**src/rtl/delay_scheduler.sv**
```systemverilog
// Shared down-counting delay timer, granted to up to three requesters by fixed priority.
// Optional build macro DELAY_SCHEDULER_PREEMPT_EN lets a higher-priority pending request preempt the owner.
module delay_scheduler #(
    parameter int CNT_W = 18,
    parameter int N_REQ = 3
) (
    input  logic             CLK,
    input  logic             RST,
    input  logic [N_REQ-1:0] REQ,
    input  logic [N_REQ-1:0] CANCEL,
    input  logic [CNT_W-1:0] DLY0,
    input  logic [CNT_W-1:0] DLY1,
    input  logic [CNT_W-1:0] DLY2,
    output logic [N_REQ-1:0] DONE,
    output logic             BUSY,
    output logic [1:0]       ACTIVE_ID,
    output logic [N_REQ-1:0] PENDING,
    output logic [CNT_W-1:0] REMAIN
);

    typedef enum logic {
        ST_IDLE  = 1'b0,
        ST_COUNT = 1'b1
    } state_t;

    state_t           state_r, state_nxt_s;
    logic [N_REQ-1:0] pending_r, pending_nxt_s;
    logic [CNT_W-1:0] cnt_r, cnt_nxt_s;
    logic [1:0]       id_r, id_nxt_s;
    logic [N_REQ-1:0] done_r, done_nxt_s;
    logic [N_REQ-1:0] eligible_s;
    logic [N_REQ-1:0] act_mask_s;
    logic [N_REQ-1:0] higher_s;
    logic [1:0]       grant_id_s;

    function automatic logic [1:0] lowest_idx(input logic [N_REQ-1:0] v);
        lowest_idx = 2'd0;
        for (int i = N_REQ - 1; i >= 0; i--) begin
            if (v[i]) lowest_idx = 2'(i);
        end
    endfunction

    function automatic logic [N_REQ-1:0] id_mask(input logic [1:0] id);
        id_mask = N_REQ'(1'b1) << id;
    endfunction

    // A programmed delay of zero still costs one tick
    function automatic logic [CNT_W-1:0] load_val(input logic [1:0] id,
                                                  input logic [CNT_W-1:0] d0,
                                                  input logic [CNT_W-1:0] d1,
                                                  input logic [CNT_W-1:0] d2);
        logic [CNT_W-1:0] d;
        case (id)
            2'd0:    d = d0;
            2'd1:    d = d1;
            default: d = d2;
        endcase
        load_val = (d == '0) ? CNT_W'(1'b1) : d;
    endfunction

    // Next-state, pending queue, counter and expiry pulse
    always_comb begin
        state_nxt_s   = state_r;
        pending_nxt_s = pending_r;
        cnt_nxt_s     = cnt_r;
        id_nxt_s      = id_r;
        done_nxt_s    = '0;
        eligible_s    = pending_r & ~CANCEL;
        grant_id_s    = lowest_idx(eligible_s);
        act_mask_s    = id_mask(id_r);
        higher_s      = eligible_s & (act_mask_s - N_REQ'(1'b1));
        case (state_r)
            ST_IDLE: begin
                pending_nxt_s = (pending_r | REQ) & ~CANCEL;
                if (eligible_s != '0) begin
                    state_nxt_s   = ST_COUNT;
                    id_nxt_s      = grant_id_s;
                    cnt_nxt_s     = load_val(grant_id_s, DLY0, DLY1, DLY2);
                    pending_nxt_s = pending_nxt_s & ~id_mask(grant_id_s);
                end else begin
                    cnt_nxt_s = '0;
                end
            end
            ST_COUNT: begin
                // A REQ from the owner is a retrigger, never a new queue entry
                pending_nxt_s = (pending_r | (REQ & ~act_mask_s)) & ~CANCEL;
                if ((CANCEL & act_mask_s) != '0) begin
                    state_nxt_s = ST_IDLE;
                    cnt_nxt_s   = '0;
                end else if ((REQ & act_mask_s) != '0) begin
                    cnt_nxt_s = load_val(id_r, DLY0, DLY1, DLY2);
                end else if (cnt_r <= CNT_W'(1'b1)) begin
                    done_nxt_s  = act_mask_s;
                    state_nxt_s = ST_IDLE;
                    cnt_nxt_s   = '0;
`ifdef DELAY_SCHEDULER_PREEMPT_EN
                // Expiry takes precedence; otherwise the owner is requeued with a full delay
                end else if (higher_s != '0) begin
                    id_nxt_s      = grant_id_s;
                    cnt_nxt_s     = load_val(grant_id_s, DLY0, DLY1, DLY2);
                    pending_nxt_s = (pending_nxt_s | act_mask_s) & ~id_mask(grant_id_s);
`endif
                end else begin
                    cnt_nxt_s = cnt_r - CNT_W'(1'b1);
                end
            end
            default: begin
                state_nxt_s   = ST_IDLE;
                pending_nxt_s = '0;
                cnt_nxt_s     = '0;
            end
        endcase
    end

    // State and datapath registers with synchronous reset
    always_ff @(posedge CLK) begin
        if (RST) begin
            state_r   <= ST_IDLE;
            pending_r <= '0;
            cnt_r     <= '0;
            id_r      <= 2'd0;
            done_r    <= '0;
        end else begin
            state_r   <= state_nxt_s;
            pending_r <= pending_nxt_s;
            cnt_r     <= cnt_nxt_s;
            id_r      <= id_nxt_s;
            done_r    <= done_nxt_s;
        end
    end

    assign DONE      = done_r;
    assign BUSY      = (state_r == ST_COUNT);
    assign ACTIVE_ID = id_r;
    assign PENDING   = pending_r;
    assign REMAIN    = cnt_r;

endmodule

```
**config.mk**
```make
export PLATFORM = sky130hd
export DESIGN_NAME = delay_scheduler
export DESIGN_NICKNAME = d
export VERILOG_FILES = /design/src/rtl/delay_scheduler.sv
export SDC_FILE = /design/constraint.sdc
export NUM_CORES = 1
export LEC_CHECK = 0
export CAP_MARGIN = 20
export CELL_PAD_IN_SITES_DETAIL_PLACEMENT = 1
export CELL_PAD_IN_SITES_GLOBAL_PLACEMENT = 1
export CORE_MARGIN = 3
export CORE_UTILIZATION = 35
export CTS_BUF_LIST = sky130_fd_sc_hd__clkbuf_4 sky130_fd_sc_hd__clkbuf_8
export DETAILED_ROUTE_END_ITERATION = 12
export HOLD_SLACK_MARGIN = 0.03
export PLACE_DENSITY_LB_ADDON = 0.08
export SLEW_MARGIN = 10
export SYNTH_ARGS = -nofsm -noshare
export SYNTH_HDL_FRONTEND = slang
export SYNTH_SLANG_ARGS = --single-unit
```
**constraint.sdc**
```tcl
create_clock -name CLK -period 6.26 [get_ports CLK]
set_input_delay 0.939 -clock CLK [delete_from_list [all_inputs] [get_ports CLK]]
set_output_delay 0.939 -clock CLK [all_outputs]
set_load 0.005 [all_outputs]
```
== Word-level counts from Yosys, hierarchy flattened ==
Cells that the tools add are included.

* Flip-flop bits (word level): 27
* Output and inout port bits: 27

* $add $sub $neg: 1
* $lt $le $gt $ge: 1
* Equality and inequality tests: 2
* Shift-type cells: 2
* Multiplexer cells: 24
* Bitwise gates (word level): 14
* Reduce and logical (&&, ||, !) cells: 9

{| class="wikitable"
|+ Operator list
! kind !! number
|-
| $mux 18 || 11
|-
| $pmux 18 s2 || 3
|-
| $logic_not 18->1 || 2
|-
| $and 3x3->3 || 7
|-
| $le 18x1->1 const B || 1
|-
| $sub 18x1->18 const B || 1
|-
| $not 3->3 || 3
|-
| $reduce_bool 3->1 || 3
|-
| $mux 2 || 3
|-
| $or 3x3->3 || 2
|-
| $pmux 3 s2 || 1
|-
| $shl 1x2->3 const A || 2
|-
| $reduce_or 5->1 || 1
|-
| $eq 2x1->1 const B || 2
|-
| $logic_not 2->1 || 2
|-
| $mux 1 || 4
|-
| $mux 3 || 1
|-
| $not 1->1 || 2
|-
| $pmux 1 s2 || 1
|-
| $reduce_and 2->1 || 1
|}

== Logic depth before layout (Yosys ltp) ==
Gate-level depths: netlist of run 1.

* Word-level depth: 13
* Gate-level depth with buffers: 9

== Worst setup path before layout of run 1 ==
No wires, ideal clock.

* Path type: input-to-reg
* Start point: in CANCEL[0]
* End point: reg cnt_r[0] (netlist: REMAIN[0])
* Setup time: 83 ps
* Data arrival time: 2424 ps
* Data required time: 6177 ps
* Setup slack: 3753 ps
* Cell stages on the path: 7
* Buffers on the path: 1
* Cell sequence: nand2b_1 -> buf_2 -> and3_1 -> a221oi_1 -> nand3_1 -> or4_1 -> o221ai_1

* Cells in the longest elaborated chain, start to end: 11
* Elaborated cells between the ends (all ways): 16

{| class="wikitable"
|+ Ends and longest elaborated chain
! element !! RTL line !! source
|-
| start: declaration || 10 || <nowiki>input logic [N_REQ-1:0] CANCEL,</nowiki>
|-
| $not 3->3 || 68 || <nowiki>eligible_s = pending_r & ~CANCEL;</nowiki>
|-
| $and 3x3->3 || 68 ||
|-
| $mux 2 || 39 || <nowiki>if (v[i]) lowest_idx = 2'(i);</nowiki>
|-
| $eq 2x1->1 / $logic_not 2->1 (equally long branches) || 53 || <nowiki>case (id)</nowiki>
|-
| $pmux 18 s2 || 53 ||
|-
| $mux 18 || 75 || <nowiki>if (eligible_s != '0) begin</nowiki>
|-
| $mux 18 || 72 || <nowiki>case (state_r)</nowiki>
|-
| $logic_not 18->1 || 58 || <nowiki>load_val = (d == '0) ? CNT_W'(1'b1) : d;</nowiki>
|-
| $mux 18 || 58 ||
|-
| $mux 18 || 75 ||
|-
| $pmux 18 s2 (*) || 72 ||
|-
| end signal: assignment || 126 || <nowiki>cnt_r <= cnt_nxt_s;</nowiki>
|-
| end: declaration || 28 || <nowiki>logic [CNT_W-1:0] cnt_r, cnt_nxt_s;</nowiki>
|}

Mark *: on every way between the ends. The rest lies on a longest branch, timed or not. The select of a mux whose other input is x is not followed.
A chain may end at the register's enable or synchronous reset.

== Worst setup path in the final report of run 1 ==
Ends and elaborated chain as after synthesis.

==> results.cfg, run 1 <==
[cts]
post-cts-setup-buffers = 0
cts_root_buffer = clkbuf_8
cts_tree = done
clk_pin_slew_worst_paths_ps = 120
cts_max_level = 1
clock_path_buffers = 2
clkSinkCount = 27
cts_resized = 0
cts_buffers = 3
clock_latency_ps = 290
ctsHoldBuffers = 0

[floorplan]
die_w_um = 88.24
start_util = 0.3665
num_rows = 29
io_pins = 89
fp.dieH_um = 88.24
die-area_um2 = 7786
core_um2 = 6459

[worst_setup_path]
cp-end-kind = register
start_kind = input pin
arrival_ps = 3590
path_cells = clkdlybuf4s50_1, nand2b_1, o21ai_2, a221oi_1, nand4_1, or4_1, o221ai_1
rr_worst_depth = 5
required_ps = 6480
worstPathMaxFanout = 16
slowest_delay_ps = 540
slowest_stage = or4_1
path_class = input pin to register

[sta]
relSlewSlack = 0.4609
rsz0062_at_grt = false
finalSetupViolations = 0
tns_ps = 0
period_share = 0.5378
slew_viol_final = 0
max_freq_ghz = 0.2970
fin_crit_ps = 3367
hold_violations = 0
tightest_slew_ps = 801.7
finClkSkew_ps = 13.04

[yosys]
synth-edff-count = 0
yosys.area.top_type_share = 0.2283
yosysMostFrequentCell = nor2_1
synthTopCellsByCount = nor2_1 (31), dfxtp_1 (27), nand2_1 (27), mux2i_1 (20), o21ai_0 (15)
synth-seq-cells = 27
syn_inst = 295
synthTopCellsByArea = dfxtp_1 (23%), mux2i_1 (8.5%), mux2_2 (5.2%)
synth.net_count = 359
synth.distinct_cells = 54
ys_async_sr_fraction = 0
syn_avg_cell_area_um2 = 8.025
ys_seq_area_frac = 0.2283
yosysWarnings = 0
syn_area_um2 = 2367
synth_top_flop_cell = dfxtp_1
synth_area_leader_cell = dfxtp_1

[power]
clkPwrFrac = 0.209
p_sw_frac = 0.3732
p_leak_uw = 0.001267
seqPwrFrac = 0.355
intPower_uw = 342.1
power_switching_uw = 203.7
power_density_nw_per_um2 = 164.2
vdd_ir_drop_max_uv = 92.65
p_comb_frac = 0.436
total_power_uw = 545.8

[routing]
dr_wl_met3_um = 471
route.detailed.drc = 0
drt-initial-drc-count = 134
routed_via_density = 5.984
totalWireLength_um = 9533
ant_nets = 0
wl_met1_um = 4394
route.met2.wl_um = 4451
vias = 2693
wl_per_cell_um = 21.18
top_layer = met4
drtPass1Iterations = 5

[worst_hold_path]
hold_depth = 2
hold_class = register to register

[run]
drv_cap = 0

[global_routing]
antenna_found_initial = 0
grt_pass1_vias = 2801
grt_pass1_wl_um = 14860
gr-total-overflow = 0
grt_use_total = 0.2490
grt_max_degree = 26

[finish]
nNetsFinal = 438
n_antenna_cell = 0
drive_gt1_frac = 0.08579
syn_to_final_growth_pct = 40.38

[outcome]
status = finished clean

[placed_design]
port_buffers = 88
dp_hpwl_um = 7604
place_congestion = 0.9285
-- sequential cells by signal, summed over array words and instances (netlist names) --
name and count:
BUSY 1, PENDING 3, DONE 3, ACTIVE_ID 2
REMAIN 18
-- stage by stage --
stage | cells | worst slack, ps | hold WS [ps] | instance area [um^2] | util
3_5_place_dp | 444 | 2681 | 563.8 | 3256 | 0.5041
5_1_grt | 450 | 2661 | 603.5 | 3323 | 0.5145
2_1_floorplan | 295 | 3753 | 523.8 | 2367 | -
6_report | 450 | 2893 | 604.7 | 3323 | 0.5145
4_1_cts | 448 | 2948 | 588.8 | 3304 | 0.5116
3_3_place_gp | 444 | 2705 | 541.7 | 3256 | 0.5041
-- cell usage in the layout, fill, tap and decap left out, drive strengths merged, types with 2 or more instances in the layout --
master          n
a21oi          12
dfxtp          27
o22ai           9
clkdlybuf4s50  88
or2             3
o31ai           3
xnor2           8
a222oi          2
a221oi         13
mux2i          20
o21ai          17
nand3           8
xor2            7
inv             5
nor2b           3
nand2b          3
or4             6
nor4            6
o32ai           5
and3           12
or3             5
a22oi           2
o221ai          2
buf             3
clkbuf          4
a21o            2
nor3           10
nand4           6
nand2          27
mux2           12
ha              2
nor2           31
-- routing by layer --
metal  vias to the layer above  track usage
met3                        18      0.02793
met5                         -            0
li1                       1278            -
met2                        96       0.4147
met4                         0      0.07692
met1                      1301       0.3378
-- critical path: cells and delay by family --
kind / cells / cell delay (ps)
and+or+nand+nor: 3 / 1110
buffers and inverters: 1 / 530
AOI/OAI and AO/OA: 3 / 1010
-- power by group through the flow --
stage / sequential (uW) / clock, uW / combinational (uW)
after detailed placement: 197 / 0 / 235
after CTS: 193 / 114 / 237
after global placement: 197 / 0 / 234
after floorplan: 193 / 0 / 136
final: 194 / 114 / 238
after global routing: 195 / 124 / 260
-- area by class of cell --
class	count	area [um^2]
well taps	77	96.34
fillers	795	3136
multi-input cells	245	1704
repair buffers	92	914.6
clock buffers	3	41.29
inverters	5	18.77
clock inverters	1	7.507
flip-flops and latches	27	540.5
-- cells by family after synthesis --
logic type               share of synthesized area
adder cells (fa/ha/maj)                    0.01057
multiplexers                                0.1432
flip-flops                                  0.2283
buffers and inverters                      0.05179
AO/OA/AOI/OAI                               0.2331
AND/OR/NAND/NOR                             0.2775
XOR/XNOR                                   0.05550
-- final timing paths --
check	start	endpoint	slack, ps
max	CANCEL[0]	REMAIN[0]	2890
min	PENDING[2]	PENDING[2]	600
max reg2reg	ACTIVE_ID[1]	REMAIN[12]	3150
min reg2reg	PENDING[2]	PENDING[2]	600
(Power assumes the default switching activity.)
==> run 2: changes to the inputs <==
- CORE_UTILIZATION: 35 -> 33
- clock period: 6.26 -> 3.3 ns (I/O delays scaled with it)
==> results.cfg, run 2 (synthesis gave the netlist of run 1 again) <==
[worst_setup_path]
reg2reg_from = ACTIVE_ID[0]
cp-end-kind = register
start_kind = input pin
slowest_stage = or4_1
r2r-end = REMAIN[15]
path_class = input pin to register
crit_buf_inv = 1
regToRegSetupSlack_ps = 610
arrival_ps = 2970
slowest_delay_ps = 520
rr_worst_depth = 6
crit_family = compound AO/OA/AOI/OAI gates
path_cells = clkdlybuf4s50_1, nor2b_4, o21ai_2, a221oi_1, nand3_1, or4_1, o221ai_1
required_ps = 3510
worstPathMaxFanout = 16

[global_routing]
antenna_found_initial = 0
grt_pass1_vias = 2812
grt_max_degree = 24
gr-total-overflow = 0
grt_pass1_wl_um = 15480
grt_use_total = 0.2360

[routing]
drt-initial-drc-count = 153
totalWireLength_um = 9720
drtPass1Iterations = 4
routed_via_density = 5.669
wl_per_cell_um = 20.38
vias = 2704
route.detailed.drc = 0
ant_nets = 0

[finish]
largest_reg_flops = 18
final_design_area_no_fill_um2 = 3403
final_cell_mix = clkdlybuf4s50_1 (88), nor2_1 (31), dfxtp_1 (27), nand2_1 (27), mux2i_1 (20)
mostFrequentLayoutCell = clkdlybuf4s50_1
syn_to_final_growth_pct = 43.76
n_antenna_cell = 0
nNetsFinal = 446
drive_gt1_frac = 0.1050

[sta]
rsz0062_at_grt = false
slew_viol_final = 0
period_share = 0.8350
setup_slack_ps = 544.5
max_freq_ghz = 0.3629
tns_ps = 0
finClkSkew_ps = 3.627
tightest_slew_ps = 799.7
fin_crit_ps = 2755
finalSetupViolations = 0
hold_violations = 0
relSlewSlack = 0.4668

[placed_design]
placed_area_um2 = 3354
port_buffers = 88
place_congestion = 0.9045
dp_hpwl_um = 7897
dp_slack_ps = 277.7

[cts]
clkSinkCount = 27
cts_buffers = 3
clock_path_buffers = 2
post-cts-setup-buffers = 0
cts_root_buffer = clkbuf_8
clock_latency_ps = 290
ctsHoldBuffers = 0
cts_resized = 0
cts_max_level = 1
cts_tree = done
clk_pin_slew_worst_paths_ps = 110

[worst_hold_path]
hold_depth = 2
min_to = PENDING[2]
hold_class = register to register
hold_start = PENDING[2]

[floorplan]
io_pins = 89
core_um2 = 6869
start_util = 0.3446
die-area_um2 = 8226
fp.dieH_um = 90.70
num_rows = 30
die_w_um = 90.70

[power]
power_density_nw_per_um2 = 306.0
p_leak_uw = 0.001303
vdd_ir_drop_max_uv = 160.9

[outcome]
status = finished clean

[run]
drv_cap = 0
-- run 2: cell types whose count changed in the layout (fill, tap and decap cells not counted) --
cell	delta
buf_4	+10
clkbuf_4	-1
buf_6	-1
-- run 2: worst max-delay path by stage --
stage                     startpoint        end  slack, ps  cells past startpoint
after detailed placement   CANCEL[1]  REMAIN[0]        280                      7
after CTS                  CANCEL[1]  REMAIN[0]        580                      7
final                      CANCEL[1]  REMAIN[0]        540                      7
after global placement     CANCEL[1]  REMAIN[0]        380                      7
after global routing       CANCEL[1]  REMAIN[0]        320                      7
after floorplan            CANCEL[0]  REMAIN[0]       1240                      7
-- run 2: worst min-delay path: stages, from the launching register on --
cell and delay (ps):
dfxtp_1 350, a21oi_1 120, nor4_1 60
-- run 2: metrics by stage --
stage	hold WS [ps]	power [uW]	std cells	util
6_report	566.6	1041	477	0.4954
4_1_cts	565.7	1040	477	0.4954
3_5_place_dp	547.0	828.5	473	0.4883
2_1_floorplan	523.8	624.9	295	-
3_3_place_gp	551.6	825.3	473	0.4883
5_1_grt	607.4	1101	477	0.4954
-- run 2: cell type report --
cell class | instances | area, um^2
clock buffer | 3 | 41.29
fill | 836 | 3466
tap | 96 | 120.1
clock inverter | 1 | 7.507
timing repair buffer | 100 | 970.9
multi-input combinational | 245 | 1704
sequential | 27 | 540.5
inverter | 5 | 18.77
-- run 2: layer usage --
layer,global-route usage,vias up,part of all wire
li1,-,1297,-
met1,0.3166,1278,0.46
met2,0.3817,107,0.45
met3,0.03333,22,0.063
met4,0.08801,0,0.032
met5,0,-,0
-- run 2: power breakdown --
part / leakage, uW / switching (uW) / internal, uW
combinational: 0.00106 / 236 / 227
clock: 0.0000217 / 128 / 86.4
sequential: 0.000219 / 23.8 / 341
total: 0.00130 / 387 / 654
==> run 3: changes to the inputs <==
- clock period: 3.3 -> 2.7 ns (I/O delays scaled with it)
==> results.cfg, run 3 (synthesis gave the netlist of run 1 again) <==
[routing]
wl_per_cell_um = 19.28
drtPass1Iterations = 5
ant_nets = 0
totalWireLength_um = 9546
route.detailed.drc = 0
routed_via_density = 5.614
vias = 2779
drt-initial-drc-count = 156

[finish]
largest_reg_flops = 18
mostFrequentLayoutCell = clkdlybuf4s50_1
drive_gt1_frac = 0.1454
nNetsFinal = 464
final_cell_mix = clkdlybuf4s50_1 (88), nor2_1 (31), buf_4 (30)
syn_to_final_growth_pct = 49.47
n_antenna_cell = 0
final_design_area_no_fill_um2 = 3538

[sta]
finalSetupViolations = 0
finClkSkew_ps = 4.265
setup_slack_ps = 261.1
period_share = 0.9033
max_freq_ghz = 0.4100
relSlewSlack = 0.4934
hold_violations = 0
rsz0062_at_grt = false
tightest_slew_ps = 759.8
fin_crit_ps = 2439
slew_viol_final = 0

[placed_design]
place_congestion = 0.8791
dp_hpwl_um = 7836
port_buffers = 88
dp_slack_ps = -47.84
placed_area_um2 = 3490

[power]
vdd_ir_drop_max_uv = 179.7
power_density_nw_per_um2 = 365.7
p_leak_uw = 0.001391

[worst_setup_path]
slowest_stage = or4_1
crit_cells = 7
startpoint = CANCEL[0]
rr_worst_depth = 6
regToRegSetupSlack_ps = 390
crit_buf_inv = 1
arrival_ps = 2660
required_ps = 2920
path_cells = clkdlybuf4s50_1, nand2b_1, o21ai_2, a221oi_1, nand4_1, or4_1, o221ai_1
crit_family = compound AO/OA/AOI/OAI gates
worstPathMaxFanout = 16
reg2reg_from = PENDING[2]
cp-end-kind = register
start_kind = input pin
path_class = input pin to register
crit_end = REMAIN[0]
r2r-end = REMAIN[0]
slowest_delay_ps = 530

[cts]
cts_buffers = 3
cts_root_buffer = clkbuf_8
cts_tree = done
post-cts-setup-buffers = 0
cts_resized = 0
clkSinkCount = 27
clock_path_buffers = 2
clk_pin_slew_worst_paths_ps = 110
cts_max_level = 1
clock_latency_ps = 290
ctsHoldBuffers = 0

[global_routing]
grt_pass1_wl_um = 15480
grt_use_total = 0.2334
grt_max_degree = 20
grt_pass1_vias = 2911
gr-total-overflow = 0
antenna_found_initial = 0

[floorplan]
num_rows = 30
die_w_um = 90.70
core_um2 = 6869
start_util = 0.3446
die-area_um2 = 8226
io_pins = 89
fp.dieH_um = 90.70

[worst_hold_path]
hold_start = PENDING[2]
hold_class = register to register

[outcome]
status = finished clean

[run]
drv_cap = 0
## run 3: cell types whose count changed in the layout (fill, tap and decap cells not counted), sizes merged
cell | previous run | this run
buf | 12 | 30
## run 3: stage by stage
step                      hold slack (ps)  cells    util  TNS, ps  power (uW)
final                               580.8    495  0.5151        0        1294
after global routing                591.6    495  0.5151        0        1376
after CTS                           582.3    495  0.5151        0        1302
after detailed placement            561.5    491  0.5080   -47.84        1038
after global placement              555.2    491  0.5080        0        1029
after floorplan                     483.5    295       -        0       763.8
## run 3: worst min-delay path, cell delays in order (launching register included)
cell	delay, ps
dfxtp_1	360
a21oi_1	120
nor4_1	60
## run 3: layout make-up
type / instances / area, um^2
multi-input cells: 245 / 1704
well taps: 96 / 120.1
inverters: 5 / 18.77
clock inverters: 1 / 7.507
clock buffers: 3 / 41.29
flip-flops and latches: 27 / 540.5
fillers: 843 / 3331
repair buffers: 118 / 1106
## run 3: where the power goes
group          internal [uW]  total [uW]  switching (uW)  leakage, uW
registers                417         441            24.8     0.000219
logic                    303         589             287      0.00115
clock network            106         263             158    0.0000217
total                    825        1290             469      0.00139
## run 3: how the worst min path moves through the flow
stage,end,slack (ps),cells after the start
after floorplan,PENDING[1],480,1
after global placement,PENDING[1],560,2
after detailed placement,PENDING[1],560,2
after CTS,PENDING[1],580,2
after global routing,PENDING[1],590,2
final,PENDING[2],580,2
## run 3: routing by layer
metal | GRT usage | vias up | part of all wire
met2 | 0.3817 | 87 | 0.46
met5 | 0 | - | 0
met3 | 0.03667 | 15 | 0.047
li1 | - | 1336 | -
met1 | 0.3113 | 1341 | 0.47
met4 | 0.07781 | 0 | 0.023
